File: src/rtl/axi_tag_recorder_pkg.sv
// Shared types and default sizing for the PCIe tag recorder on the AXI slave TX path.
package axi_tag_recorder_pkg;

  typedef enum logic {
    KIND_WR = 1'b0,
    KIND_RD = 1'b1
  } tag_kind_t;

  localparam int TAG_WIDTH_DEFAULT          = 8;
  localparam int ID_WIDTH_DEFAULT           = 4;
  localparam int NUM_TAGS_DEFAULT           = 32;
  localparam int MAX_WR_OUTSTANDING_DEFAULT = 16;
  localparam int MAX_RD_OUTSTANDING_DEFAULT = 16;

  typedef struct packed {
    logic [ID_WIDTH_DEFAULT-1:0] id;
    tag_kind_t                   kind;
  } tag_entry_t;

endpackage

File: src/rtl/axi_tag_recorder_if.sv
// Allocation, completion lookup and response signals between requester logic and the tag recorder.
interface axi_tag_recorder_if #(
  parameter int TAG_WIDTH = 8,
  parameter int ID_WIDTH  = 4,
  parameter int CNT_WIDTH = 6
);
  logic                 alloc_valid;
  logic                 alloc_kind;
  logic [ID_WIDTH-1:0]  alloc_id;
  logic                 alloc_ready;
  logic [TAG_WIDTH-1:0] alloc_tag;
  logic                 cpl_valid;
  logic [TAG_WIDTH-1:0] cpl_tag;
  logic                 cpl_last;
  logic                 rsp_valid;
  logic [ID_WIDTH-1:0]  rsp_id;
  logic                 rsp_kind;
  logic                 rsp_err;
  logic [CNT_WIDTH-1:0] wr_outstanding;
  logic [CNT_WIDTH-1:0] rd_outstanding;

  modport master (
    output alloc_valid, alloc_kind, alloc_id, cpl_valid, cpl_tag, cpl_last,
    input  alloc_ready, alloc_tag, rsp_valid, rsp_id, rsp_kind, rsp_err,
           wr_outstanding, rd_outstanding
  );

  modport slave (
    input  alloc_valid, alloc_kind, alloc_id, cpl_valid, cpl_tag, cpl_last,
    output alloc_ready, alloc_tag, rsp_valid, rsp_id, rsp_kind, rsp_err,
           wr_outstanding, rd_outstanding
  );
endinterface

File: src/rtl/axi_tag_recorder_tag_free_finder.sv
// Lowest-index free tag priority encoder over the in-use vector.
module axi_tag_recorder_tag_free_finder #(
  parameter int NUM_TAGS = 32,
  parameter int IDX_W    = 5
) (
  input  logic [NUM_TAGS-1:0] in_use,
  output logic [IDX_W-1:0]    free_idx,
  output logic                any_free
);

  // Scan from the top down so the last hit wins, leaving the lowest free index.
  always_comb begin
    free_idx = '0;
    any_free = 1'b0;
    for (int i = NUM_TAGS - 1; i >= 0; i--) begin
      if (!in_use[i]) begin
        free_idx = IDX_W'(i);
        any_free = 1'b1;
      end
    end
  end

endmodule

File: src/rtl/axi_tag_recorder.sv
// PCIe tag allocator: grants free tags to AXI AW/AR requests, records {id, kind}, returns them on completion.
module axi_tag_recorder
  import axi_tag_recorder_pkg::*;
#(
  parameter int TAG_WIDTH          = TAG_WIDTH_DEFAULT,
  parameter int NUM_TAGS           = NUM_TAGS_DEFAULT,
  parameter int ID_WIDTH           = ID_WIDTH_DEFAULT,
  parameter int MAX_WR_OUTSTANDING = MAX_WR_OUTSTANDING_DEFAULT,
  parameter int MAX_RD_OUTSTANDING = MAX_RD_OUTSTANDING_DEFAULT
) (
  input logic              ACLK,
  input logic              ARESETn,
  axi_tag_recorder_if.slave bus
);

  localparam int IDX_W = $clog2(NUM_TAGS);
  localparam int CNT_W = $clog2(NUM_TAGS + 1);

  typedef struct packed {
    logic [ID_WIDTH-1:0] id;
    tag_kind_t           kind;
  } entry_t;

  logic [NUM_TAGS-1:0] in_use;
  entry_t              entries [NUM_TAGS];
  logic [CNT_W-1:0]    wr_cnt;
  logic [CNT_W-1:0]    rd_cnt;

  logic [IDX_W-1:0]    free_idx;
  logic                any_free;
  logic [IDX_W-1:0]    cpl_idx;
  entry_t              cpl_entry;
  logic                below_limit;
  logic                alloc_fire;
  logic                cpl_in_range;
  logic                cpl_hit;
  logic                free_fire;
  logic                wr_inc, wr_dec, rd_inc, rd_dec;

  axi_tag_recorder_tag_free_finder #(
    .NUM_TAGS (NUM_TAGS),
    .IDX_W    (IDX_W)
  ) u_free_finder (
    .in_use   (in_use),
    .free_idx (free_idx),
    .any_free (any_free)
  );

  assign below_limit = (bus.alloc_kind == KIND_RD) ? (rd_cnt < CNT_W'(MAX_RD_OUTSTANDING))
                                                   : (wr_cnt < CNT_W'(MAX_WR_OUTSTANDING));
  assign bus.alloc_ready = any_free && below_limit;
  assign bus.alloc_tag   = TAG_WIDTH'(free_idx);
  assign alloc_fire      = bus.alloc_valid && bus.alloc_ready;

  assign cpl_idx      = bus.cpl_tag[IDX_W-1:0];
  assign cpl_in_range = 32'(bus.cpl_tag) < 32'(NUM_TAGS);
  assign cpl_entry    = entries[cpl_idx];
  assign cpl_hit      = bus.cpl_valid && cpl_in_range && in_use[cpl_idx];
  assign free_fire    = cpl_hit && bus.cpl_last;

  assign wr_inc = alloc_fire && (bus.alloc_kind == KIND_WR);
  assign rd_inc = alloc_fire && (bus.alloc_kind == KIND_RD);
  assign wr_dec = free_fire && (cpl_entry.kind == KIND_WR);
  assign rd_dec = free_fire && (cpl_entry.kind == KIND_RD);

  // Allocated tag is always free and freed tag always in use, so the two writes never collide.
  always_ff @(posedge ACLK or negedge ARESETn) begin
    if (!ARESETn) begin
      in_use <= '0;
    end else begin
      if (alloc_fire) in_use[free_idx] <= 1'b1;
      if (free_fire)  in_use[cpl_idx]  <= 1'b0;
    end
  end

  always_ff @(posedge ACLK) begin
    if (alloc_fire) entries[free_idx] <= '{id: bus.alloc_id, kind: tag_kind_t'(bus.alloc_kind)};
  end

  always_ff @(posedge ACLK or negedge ARESETn) begin
    if (!ARESETn) begin
      wr_cnt <= '0;
      rd_cnt <= '0;
    end else begin
      case ({wr_inc, wr_dec})
        2'b10:   wr_cnt <= wr_cnt + CNT_W'(1);
        2'b01:   wr_cnt <= wr_cnt - CNT_W'(1);
        default: wr_cnt <= wr_cnt;
      endcase
      case ({rd_inc, rd_dec})
        2'b10:   rd_cnt <= rd_cnt + CNT_W'(1);
        2'b01:   rd_cnt <= rd_cnt - CNT_W'(1);
        default: rd_cnt <= rd_cnt;
      endcase
    end
  end

  always_ff @(posedge ACLK or negedge ARESETn) begin
    if (!ARESETn) begin
      bus.rsp_valid <= 1'b0;
      bus.rsp_id    <= '0;
      bus.rsp_kind  <= 1'b0;
      bus.rsp_err   <= 1'b0;
    end else begin
      bus.rsp_valid <= bus.cpl_valid;
      bus.rsp_id    <= cpl_hit ? cpl_entry.id : '0;
      bus.rsp_kind  <= cpl_hit ? cpl_entry.kind : 1'b0;
      bus.rsp_err   <= bus.cpl_valid && !cpl_hit;
    end
  end

  assign bus.wr_outstanding = wr_cnt;
  assign bus.rd_outstanding = rd_cnt;

endmodule

File: src/flat_wrapper.sv
// flat-port wrapper written by rule: the top's interface ports become plain ports
module axi_tag_recorder_flat import axi_tag_recorder_pkg::*;
#(
  parameter int TAG_WIDTH          = TAG_WIDTH_DEFAULT,
  parameter int NUM_TAGS           = NUM_TAGS_DEFAULT,
  parameter int ID_WIDTH           = ID_WIDTH_DEFAULT,
  parameter int MAX_WR_OUTSTANDING = MAX_WR_OUTSTANDING_DEFAULT,
  parameter int MAX_RD_OUTSTANDING = MAX_RD_OUTSTANDING_DEFAULT
)
  (ACLK, ARESETn, bus_alloc_valid, bus_alloc_kind, bus_alloc_id, bus_cpl_valid, bus_cpl_tag, bus_cpl_last, bus_alloc_ready, bus_alloc_tag, bus_rsp_valid, bus_rsp_id, bus_rsp_kind, bus_rsp_err, bus_wr_outstanding, bus_rd_outstanding);
  axi_tag_recorder_if #(.TAG_WIDTH(TAG_WIDTH), .ID_WIDTH(ID_WIDTH), .CNT_WIDTH(6)) bus_i ();
  input logic ACLK;
  input logic ARESETn;
  input wire logic [$bits(bus_i.alloc_valid)-1:0] bus_alloc_valid;
  input wire logic [$bits(bus_i.alloc_kind)-1:0] bus_alloc_kind;
  input wire logic [$bits(bus_i.alloc_id)-1:0] bus_alloc_id;
  input wire logic [$bits(bus_i.cpl_valid)-1:0] bus_cpl_valid;
  input wire logic [$bits(bus_i.cpl_tag)-1:0] bus_cpl_tag;
  input wire logic [$bits(bus_i.cpl_last)-1:0] bus_cpl_last;
  output wire logic [$bits(bus_i.alloc_ready)-1:0] bus_alloc_ready;
  output wire logic [$bits(bus_i.alloc_tag)-1:0] bus_alloc_tag;
  output wire logic [$bits(bus_i.rsp_valid)-1:0] bus_rsp_valid;
  output wire logic [$bits(bus_i.rsp_id)-1:0] bus_rsp_id;
  output wire logic [$bits(bus_i.rsp_kind)-1:0] bus_rsp_kind;
  output wire logic [$bits(bus_i.rsp_err)-1:0] bus_rsp_err;
  output wire logic [$bits(bus_i.wr_outstanding)-1:0] bus_wr_outstanding;
  output wire logic [$bits(bus_i.rd_outstanding)-1:0] bus_rd_outstanding;
  assign bus_i.alloc_valid = bus_alloc_valid;
  assign bus_i.alloc_kind = bus_alloc_kind;
  assign bus_i.alloc_id = bus_alloc_id;
  assign bus_i.cpl_valid = bus_cpl_valid;
  assign bus_i.cpl_tag = bus_cpl_tag;
  assign bus_i.cpl_last = bus_cpl_last;
  assign bus_alloc_ready = bus_i.alloc_ready;
  assign bus_alloc_tag = bus_i.alloc_tag;
  assign bus_rsp_valid = bus_i.rsp_valid;
  assign bus_rsp_id = bus_i.rsp_id;
  assign bus_rsp_kind = bus_i.rsp_kind;
  assign bus_rsp_err = bus_i.rsp_err;
  assign bus_wr_outstanding = bus_i.wr_outstanding;
  assign bus_rd_outstanding = bus_i.rd_outstanding;
  axi_tag_recorder #(.TAG_WIDTH(TAG_WIDTH), .NUM_TAGS(NUM_TAGS), .ID_WIDTH(ID_WIDTH), .MAX_WR_OUTSTANDING(MAX_WR_OUTSTANDING), .MAX_RD_OUTSTANDING(MAX_RD_OUTSTANDING)) u_core (.ACLK(ACLK), .ARESETn(ARESETn), .bus(bus_i));
endmodule
File: config.mk
export PLATFORM = sky130hd
export DESIGN_NAME = axi_tag_recorder_flat
export DESIGN_NICKNAME = d
export VERILOG_FILES = /design/src/rtl/axi_tag_recorder_pkg.sv /design/src/rtl/axi_tag_recorder_if.sv /design/src/rtl/axi_tag_recorder_tag_free_finder.sv /design/src/rtl/axi_tag_recorder.sv /design/src/flat_wrapper.sv
export SDC_FILE = /design/constraint.sdc
export NUM_CORES = 1
export LEC_CHECK = 0
export CORE_UTILIZATION = 35
export CTS_CLUSTER_SIZE = 25
export DETAILED_ROUTE_END_ITERATION = 6
export DONT_BUFFER_PORTS = 1
export MAX_ROUTING_LAYER = met4
export PLACE_DENSITY_LB_ADDON = 0.2
export SETUP_SLACK_MARGIN = 0.02
export SYNTH_ARGS = -nofsm -noshare
export SYNTH_HDL_FRONTEND = slang
export SYNTH_HIERARCHICAL = 1
export SYNTH_SLANG_ARGS = --single-unit
File: constraint.sdc
create_clock -name ACLK -period 3.93 [get_ports ACLK]
set_clock_uncertainty 0.1 [all_clocks]
set_input_delay 0.393 -clock ACLK [delete_from_list [all_inputs] [get_ports ACLK]]
set_output_delay 0.393 -clock ACLK [all_outputs]
set_load 0.005 [all_outputs]
==> impl_metrics.sql, run 1 <==
INSERT INTO impl_metrics (metric_group, metric, value, unit) VALUES
('power', 'clk_pwr_share', '34.5', '%'),
('timing', 'hold_viol_final', '0', ''),
('clocking', 'cts_root_buf', 'clkbuf_16', ''),
('power', 'switching_share', '29.76', '%'),
('critical_path', 'endpoint_kind', 'flop', ''),
('timing', 'max_clock_freq', '0.2742', 'GHz'),
('timing', 'post_layout_min_period', '3.647', 'ns'),
('finish', 'layout.nets', '716', ''),
('critical_path', 'critPathArrivalTime', '3.97', 'ns'),
('timing', 'fin_hold_ws', '0.05651', 'ns'),
('floorplanning', 'placementRows', '60', ''),
('power', 'pint', '4.294', 'mW'),
('drt', 'via_count', '6029', ''),
('yosys', 'synth_edf_count', '160', ''),
('yosys', 'synth_top_family_by_area', 'multiplexers', ''),
('drt', 'detail_route.vias_per_cell', '5.747', ''),
('clocking', 'post_cts.resized_instances', '0', ''),
('placement', 'place.gp.congestion', '0.8983', ''),
('drt', 'detail_route.drc_violations', '0', ''),
('floorplanning', 'initial_core_util', '35.60', '%'),
('clocking', 'cts_tree', 'built', ''),
('timing', 'timing.setup.tns', '0', 'ns'),
('floorplanning', 'fp.dieH', '167.6', 'um'),
('finish', 'final_core_util', '40.32', '%'),
('timing', 'worst_pin_slew', '1.008', 'ns'),
('yosys', 'synthSimpleGateAreaFrac', '10.20', '%'),
('global_route', 'global_route_wire_length_before_repair', '39.96', 'mm'),
('finish', 'inserted_diodes', '0', ''),
('power', 'totalPowerFinal', '6.113', 'mW'),
('drt', 'firstDrtPassIters', '5', ''),
('timing', 'worst_slew_margin_rel', '32.73', '%'),
('timing', 'unrepaired_setup_endpoints_after_global_routing', 'no', ''),
('drt', 'route.detailed.wl_per_inst', '25.18', 'um'),
('drt', 'ant_nets', '0', ''),
('yosys', 'yosysSeqAreaShare', '63.38', '%'),
('global_route', 'global_route.usage.total', '19.81', '%'),
('clocking', 'ctsLongestPathBuffers', '3', ''),
('clocking', 'ctsHtreeMaxLevel', '1', ''),
('critical_path', 'worst-endpoint-required', '4.25', 'ns'),
('drt', '1st_iter_drt_viols', '497', ''),
('worst_hold_path', 'hp-class', 'input port to flop', ''),
('yosys', 'muxShareOfSynthArea', '13.07', '%'),
('run_status', 'outcome', 'complete, no violations', ''),
('floorplanning', 'core', '26950', 'um2'),
('yosys', 'ys.warnings.count', '6', ''),
('floorplanning', 'chipWidth', '167.6', 'um'),
('yosys', 'synthDominantCellAreaShare', '50.08', '%'),
('power', 'total_leakage_power', '3.739', 'nW'),
('yosys', 'synth-seq-cells', '211', ''),
('timing', 'timing_max_transition_violations_final', '0', ''),
('finish', 'layout.cells.most_common', 'edfxtp_1', ''),
('power', 'power_switching', '1.819', 'mW'),
('clocking', 'cts.reportedPaths.clkPinSlew', '0.06', 'ns'),
('power', 'power.density', '562.6', 'nW/um2'),
('yosys', 'synthXorXnorAreaFrac', '1.278', '%'),
('yosys', 'postSynth.asyncResetShare', '24.17', '%'),
('yosys', 'synthFlopType', 'edfxtp_1', ''),
('job', 'cap_viol_max_count', '0', ''),
('global_route', 'vias_in_the_first_global_route', '6078', ''),
('critical_path', 'max_fo_critical_path', '8', ''),
('yosys', 'synth_fa_ha_area_share', '0.7825', '%'),
('yosys', 'netlist_instances', '669', ''),
('finish', 'area_delta_synth_final', '13.25', '%'),
('floorplanning', 'design.portCount', '46', ''),
('clocking', 'numCtsBuffers', '23', ''),
('placement', 'dpl.hpwl', '17.37', 'mm'),
('finish', 'layout.cells.most_common_list', 'edfxtp_1 (160), nor2_1 (79), dfrtp_1 (51)', ''),
('global_route', 'grt_start_max_net_pins', '66', ''),
('clocking', 'worst_skew_pair.late_latency', '0.51', 'ns'),
('yosys', 'synth-compound-area-share', '8.203', '%'),
('timing', 'setup_viol', '0', '');
[final cells by class]
class	count	area [um2]
Tap cell	341	426.7
Sequential cell	211	6081
Timing Repair Buffer	33	337.8
Inverter	16	60.06
Clock buffer	31	635.6
Fill cell	2448	16090
Multi-Input combinational cell	407	3228
Clock inverter	10	96.34
[critical path: stages (launching register included)]
cell      delay [ns]
edfxtp_1        0.36
mux4_2          0.47
nand2_1         0.13
a32oi_1         0.07
a311o_1         0.33
nor4_1          0.63
ha_1            0.43
xor2_1          0.18
ha_1            0.24
a21oi_1         0.09
nor2_1          0.10
o21ai_0         0.09
a21oi_1         0.19
xor2_1          0.15
[cells in the mapped netlist (all sizes together), types with 3 or more instances]
cell,n
edfxtp,160
nor2,79
dfrtp,51
mux4,40
a31oi,32
nand2,32
a21oi,23
buf,23
mux2i,18
inv,16
mux2,15
clkbuf,14
nand3,13
nand4,13
nor2b,13
nor3,13
o21ai,13
xor2,9
nand2b,7
ha,6
nor4,6
o2111ai,6
or3,6
a2bb2oi,5
nand3b,5
o22ai,5
xnor2,5
and3,3
[power groups by stage]
stage               registers [mW]  logic (mW)  clock network, mW
floorplan                     2.80       0.846                  0
global placement              2.90        1.05                  0
detailed placement            2.91        1.07                  0
CTS                           2.86        1.13               2.16
global route                  2.89        1.24               2.24
finish                        2.86        1.14               2.11
[per-layer routing]
| metal | track usage (%) | vias up | part of all wire [%] |
|---|---|---|---|
| met5 | - | - | 0 |
| met4 | 5.345 | 0 | 2.4 |
| li1 | - | 2653 | - |
| met2 | 29.55 | 237 | 46 |
| met3 | 4.254 | 46 | 7.4 |
| met1 | 27.34 | 3093 | 44 |
[worst paths after layout]
path / from / to / slack [ns] / depth (start not counted)
setup / recovery: u_core/entries[22][0] / u_core/bus.wr_outstanding[4] / 0.28 / 13
hold / removal: bus_cpl_tag[0] / u_core/in_use[24] / 0.06 / 2
setup reg to reg: u_core/entries[22][0] / u_core/bus.wr_outstanding[4] / 0.28 / 13
hold reg to reg: u_core/bus.rd_outstanding[5] / u_core/bus.rd_outstanding[5] / 0.43 / 1
max in group asynchronous: ARESETn / u_core/bus.rsp_valid / 3.14 / 2
min in group asynchronous: ARESETn / u_core/in_use[23] / 0.32 / 2
[state kept, by name, indices dropped and copies added, names as in the netlist]
register / cells
u_core/bus.rsp_err: 1
u_core/bus.rsp_id: 4
u_core/in_use: 32
u_core/bus.rsp_kind: 1
u_core/entries: 160
u_core/bus.wr_outstanding: 6
u_core/bus.rd_outstanding: 6
u_core/bus.rsp_valid: 1
[stage by stage]
step | cell area, um2 | cells | worst slack, ns
floorplan | 9602 | 671 | 0.3727
global placement | 9976 | 999 | 0.2806
detailed placement | 9976 | 999 | 0.3353
CTS | 10870 | 1049 | 0.3818
global route | 10870 | 1049 | 0.07870
finish | 10870 | 1049 | 0.2834
[cell families (layout without fill, tap and decap cells)]
logic type                 count (synthesis)  count (layout)
DFF                                      211             211
and+or+nand+nor                          199             199
AOI/OAI and AO/OA                        112             112
muxes                                     73              73
buffers and inverters                     53              90
xor gates and xnor gates                  14              14
adders and majority gates                  6               6
other                                      1               3
[repair_timing]
item                                   CTS  global route
hold buffers                             9             0
endpoints found under the hold margin  214             0
setup endpoints to repair                0             0
Note: power is estimated with default switching activity, not from simulation.
==> inputs of run 2 (changes only) <==
- CELL_PAD_IN_SITES_DETAIL_PLACEMENT: unset -> 0
- CELL_PAD_IN_SITES_GLOBAL_PLACEMENT: unset -> 1
- MAX_ROUTING_LAYER: met4 -> unset
==> run 2 against run 1 <==
Net effect: count of clock-buffer cells in the layout increased by 5; highest routed layer is now met5; global-route usage is 0.73 points lower; wire length is essentially flat; worst hold slack lost 0.032 ns; first-iteration DRC count grew 2.6%; power decreased by 0.96%; sequential share of layout area increased by 0.10 points; register-to-register slack better by 0.09 ns; non-clock buffer count grew 1.
==> impl_metrics.sql, run 2 (same netlist as run 1, synthesis figures left out) <==
INSERT INTO impl_metrics (metric_group, metric, value, unit) VALUES
('run_status', 'outcome', 'complete, no violations', ''),
('global_route', 'global_route_wire_length_before_repair', '39.52', 'mm'),
('drt', 'met3_length', '2.110', 'mm'),
('power', 'power.density', '558.2', 'nW/um2'),
('placement', 'dpl.hpwl', '17.71', 'mm'),
('power', 'total_leakage_power', '3.724', 'nW'),
('timing', 'timing_max_transition_violations_final', '0', ''),
('global_route', 'initial_antenna_violation_count', '1', ''),
('finish', 'max_reg_flops', '160', ''),
('finish', 'layout.cells.most_common', 'edfxtp_1', ''),
('drt', 'detail_route.vias_per_cell', '5.763', ''),
('timing', 'postLayoutSetupSlackWorst', '0.3780', 'ns'),
('critical_path', 'critPathKind', 'flop to flop', ''),
('critical_path', 'crit_start_category', 'flop', ''),
('timing', 'max_clock_freq', '0.2815', 'GHz'),
('placement', 'place_ws', '0.4588', 'ns'),
('timing', 'post_layout_min_period', '3.552', 'ns'),
('worst_hold_path', 'hp-class', 'input port to flop', ''),
('floorplanning', 'placementRows', '60', ''),
('floorplanning', 'floorplan.die_area', '28080', 'um2'),
('global_route', 'grt_start_max_net_pins', '66', ''),
('finish', 'multiInputGateArea', '3228', 'um2'),
('clocking', 'cts_root_buf', 'clkbuf_16', ''),
('clocking', 'cts_tree', 'built', ''),
('finish', 'largest-register', 'u_core/entries', ''),
('floorplanning', 'initial_core_util', '35.60', '%'),
('clocking', 'cts.reportedPaths.clkPinSlew', '0.06', 'ns'),
('floorplanning', 'design.portCount', '46', ''),
('finish', 'largestRegisters', 'u_core/entries: 160 flops, u_core/in_use: 32 flops', ''),
('critical_path', 'endpoint_kind', 'flop', ''),
('drt', 'route.detailed.wl_per_inst', '25.16', 'um'),
('critical_path', 'critPathArrivalTime', '3.90', 'ns'),
('clocking', 'cts.sinks', '211', ''),
('drt', 'wirelength_met1', '11.33', 'mm'),
('timing', 'setup_viol', '0', ''),
('clocking', 'ctsLongestPathBuffers', '3', ''),
('timing', 'hold_viol_final', '0', ''),
('clocking', 'cts_setup_buffers', '0', ''),
('placement', 'input_output_buffers', '0', ''),
('clocking', 'numCtsBuffers', '23', ''),
('drt', '1st_iter_drt_viols', '510', ''),
('finish', 'layout.cells.most_common_list', 'edfxtp_1 (160), nor2_1 (79), dfrtp_1 (51)', ''),
('finish', 'final-seq-area', '6081', 'um2'),
('floorplanning', 'fp.dieH', '167.6', 'um'),
('clocking', 'worst_skew_pair.late_latency', '0.52', 'ns'),
('worst_hold_path', 'min_delay_path_depth', '2', ''),
('drt', 'firstDrtPassIters', '5', ''),
('critical_path', 'r2r_cells', '14', ''),
('drt', 'highest-signal-layer', 'met5', ''),
('critical_path', 'worst-endpoint-required', '4.28', 'ns'),
('drt', 'via_count', '6057', ''),
('finish', 'inserted_diodes', '0', ''),
('timing', 'unrepaired_setup_endpoints_after_global_routing', 'no', ''),
('global_route', 'global_route.usage.total', '19.09', '%'),
('timing', 'worst_slew_margin_rel', '26.41', '%'),
('finish', 'n_fill_cell', '2409', ''),
('floorplanning', 'chipWidth', '167.6', 'um'),
('finish', 'area_delta_synth_final', '13.04', '%'),
('drt', 'ant_nets', '0', ''),
('finish', 'share_of_layout_cells_above_drive_strength_1', '18.17', '%'),
('global_route', 'grt-ovfl-total', '0', ''),
('job', 'cap_viol_max_count', '0', ''),
('timing', 'timing.setup.tns', '0', 'ns'),
('placement', 'place.gp.congestion', '0.8813', ''),
('drt', 'totalWireLength', '26.45', 'mm'),
('finish', 'layout.nets', '717', ''),
('floorplanning', 'core', '26950', 'um2'),
('critical_path', 'max_fo_critical_path', '8', ''),
('power', 'vdd.ir_drop.worst', '0.0003409', 'V'),
('drt', 'detail_route.drc_violations', '0', ''),
('clocking', 'ctsHtreeMaxLevel', '1', ''),
('global_route', 'vias_in_the_first_global_route', '6083', ''),
('timing', 'post-route-period-util', '90.38', '%'),
('drt', 'detailroute.wirelength.met2', '12.40', 'mm'),
('timing', 'worst_pin_slew', '1.103', 'ns');
-- run 2: cell count changes in the layout (fill, tap and decap cells not counted), sizes merged --
cell	before	now
dlygate4sd3	3	4
clkinv	8	4
inv	16	17
clkbuf	31	36
bufinv	2	1
-- run 2: timing repair --
action / 4_1_cts / 5_1_grt
hold endpoints to repair: 215 / 0
hold buffers: 10 / 0
gates resized for setup: 0 / 0
-- run 2: power breakdown --
| part | total, mW | switching (mW) | internal (mW) |
|---|---|---|---|
| clock network | 2.04 | 0.849 | 1.19 |
| logic | 1.16 | 0.741 | 0.416 |
| registers | 2.86 | 0.242 | 2.62 |
| total | 6.05 | 1.83 | 4.22 |
-- run 2: stage by stage --
step / total power, mW / hold slack, ns / utilization [%] / instances / instance area, um2
2_1_floorplan: 3.647 / -0.002591 / - / 671 / 9602
3_3_place_gp: 3.974 / -0.0008304 / 37.01 / 999 / 9976
3_5_place_dp: 3.992 / -0.0008605 / 37.01 / 999 / 9976
4_1_cts: 6.088 / 0.003445 / 40.24 / 1051 / 10850
5_1_grt: 6.323 / 0.02335 / 40.24 / 1051 / 10850
6_report: 6.054 / 0.02464 / 40.24 / 1051 / 10850
-- run 2: worst max-delay path: stages, from the launching register on --
cell     delay (ns)
dfrtp_1        0.50
mux2i_1        0.12
o32ai_1        0.45
o211a_2        0.25
o31ai_1        0.09
nor4_1         0.41
buf_4          0.20
ha_1           0.30
xor2_1         0.19
ha_1           0.24
a21oi_1        0.09
nor2_1         0.10
o21ai_0        0.09
a21oi_1        0.19
xor2_1         0.15
-- run 2: area by class of cell --
type                       instances  share of cell area (%)
timing repair buffer              34                   3.207
inverter                          16                  0.5538
clock inverter                     6                  0.5307
multi-input combinational        407                   29.76
clock buffer                      36                   5.941
tap                              341                   3.934
sequential                       211                   56.07
-- run 2: worst paths after layout --
check / to / start / slack, ns
worst max-delay path: u_core/bus.wr_outstanding[4] / u_core/in_use[6] / 0.38
worst min-delay path: u_core/in_use[24] / bus_cpl_tag[1] / 0.02
worst max register to register: u_core/bus.wr_outstanding[4] / u_core/in_use[6] / 0.38
worst min register to register: u_core/bus.rd_outstanding[5] / u_core/bus.rd_outstanding[5] / 0.42
max in group asynchronous: u_core/bus.rsp_kind / ARESETn / 3.15
min in group asynchronous: u_core/bus.wr_outstanding[0] / ARESETn / 0.28
-- run 2: metal layers --
metal | global-route usage (%) | up-vias
li1 | - | 2653
met1 | 26.05 | 3117
met2 | 30.72 | 242
met4 | 4.866 | 2
met3 | 4.349 | 43
met5 | 0 | -
==> inputs of run 3 (changes only) <==
- CAP_MARGIN: unset -> 20
==> results of run 3 <==
No change in the layout: final DEF, timing and power equal those of run 2.
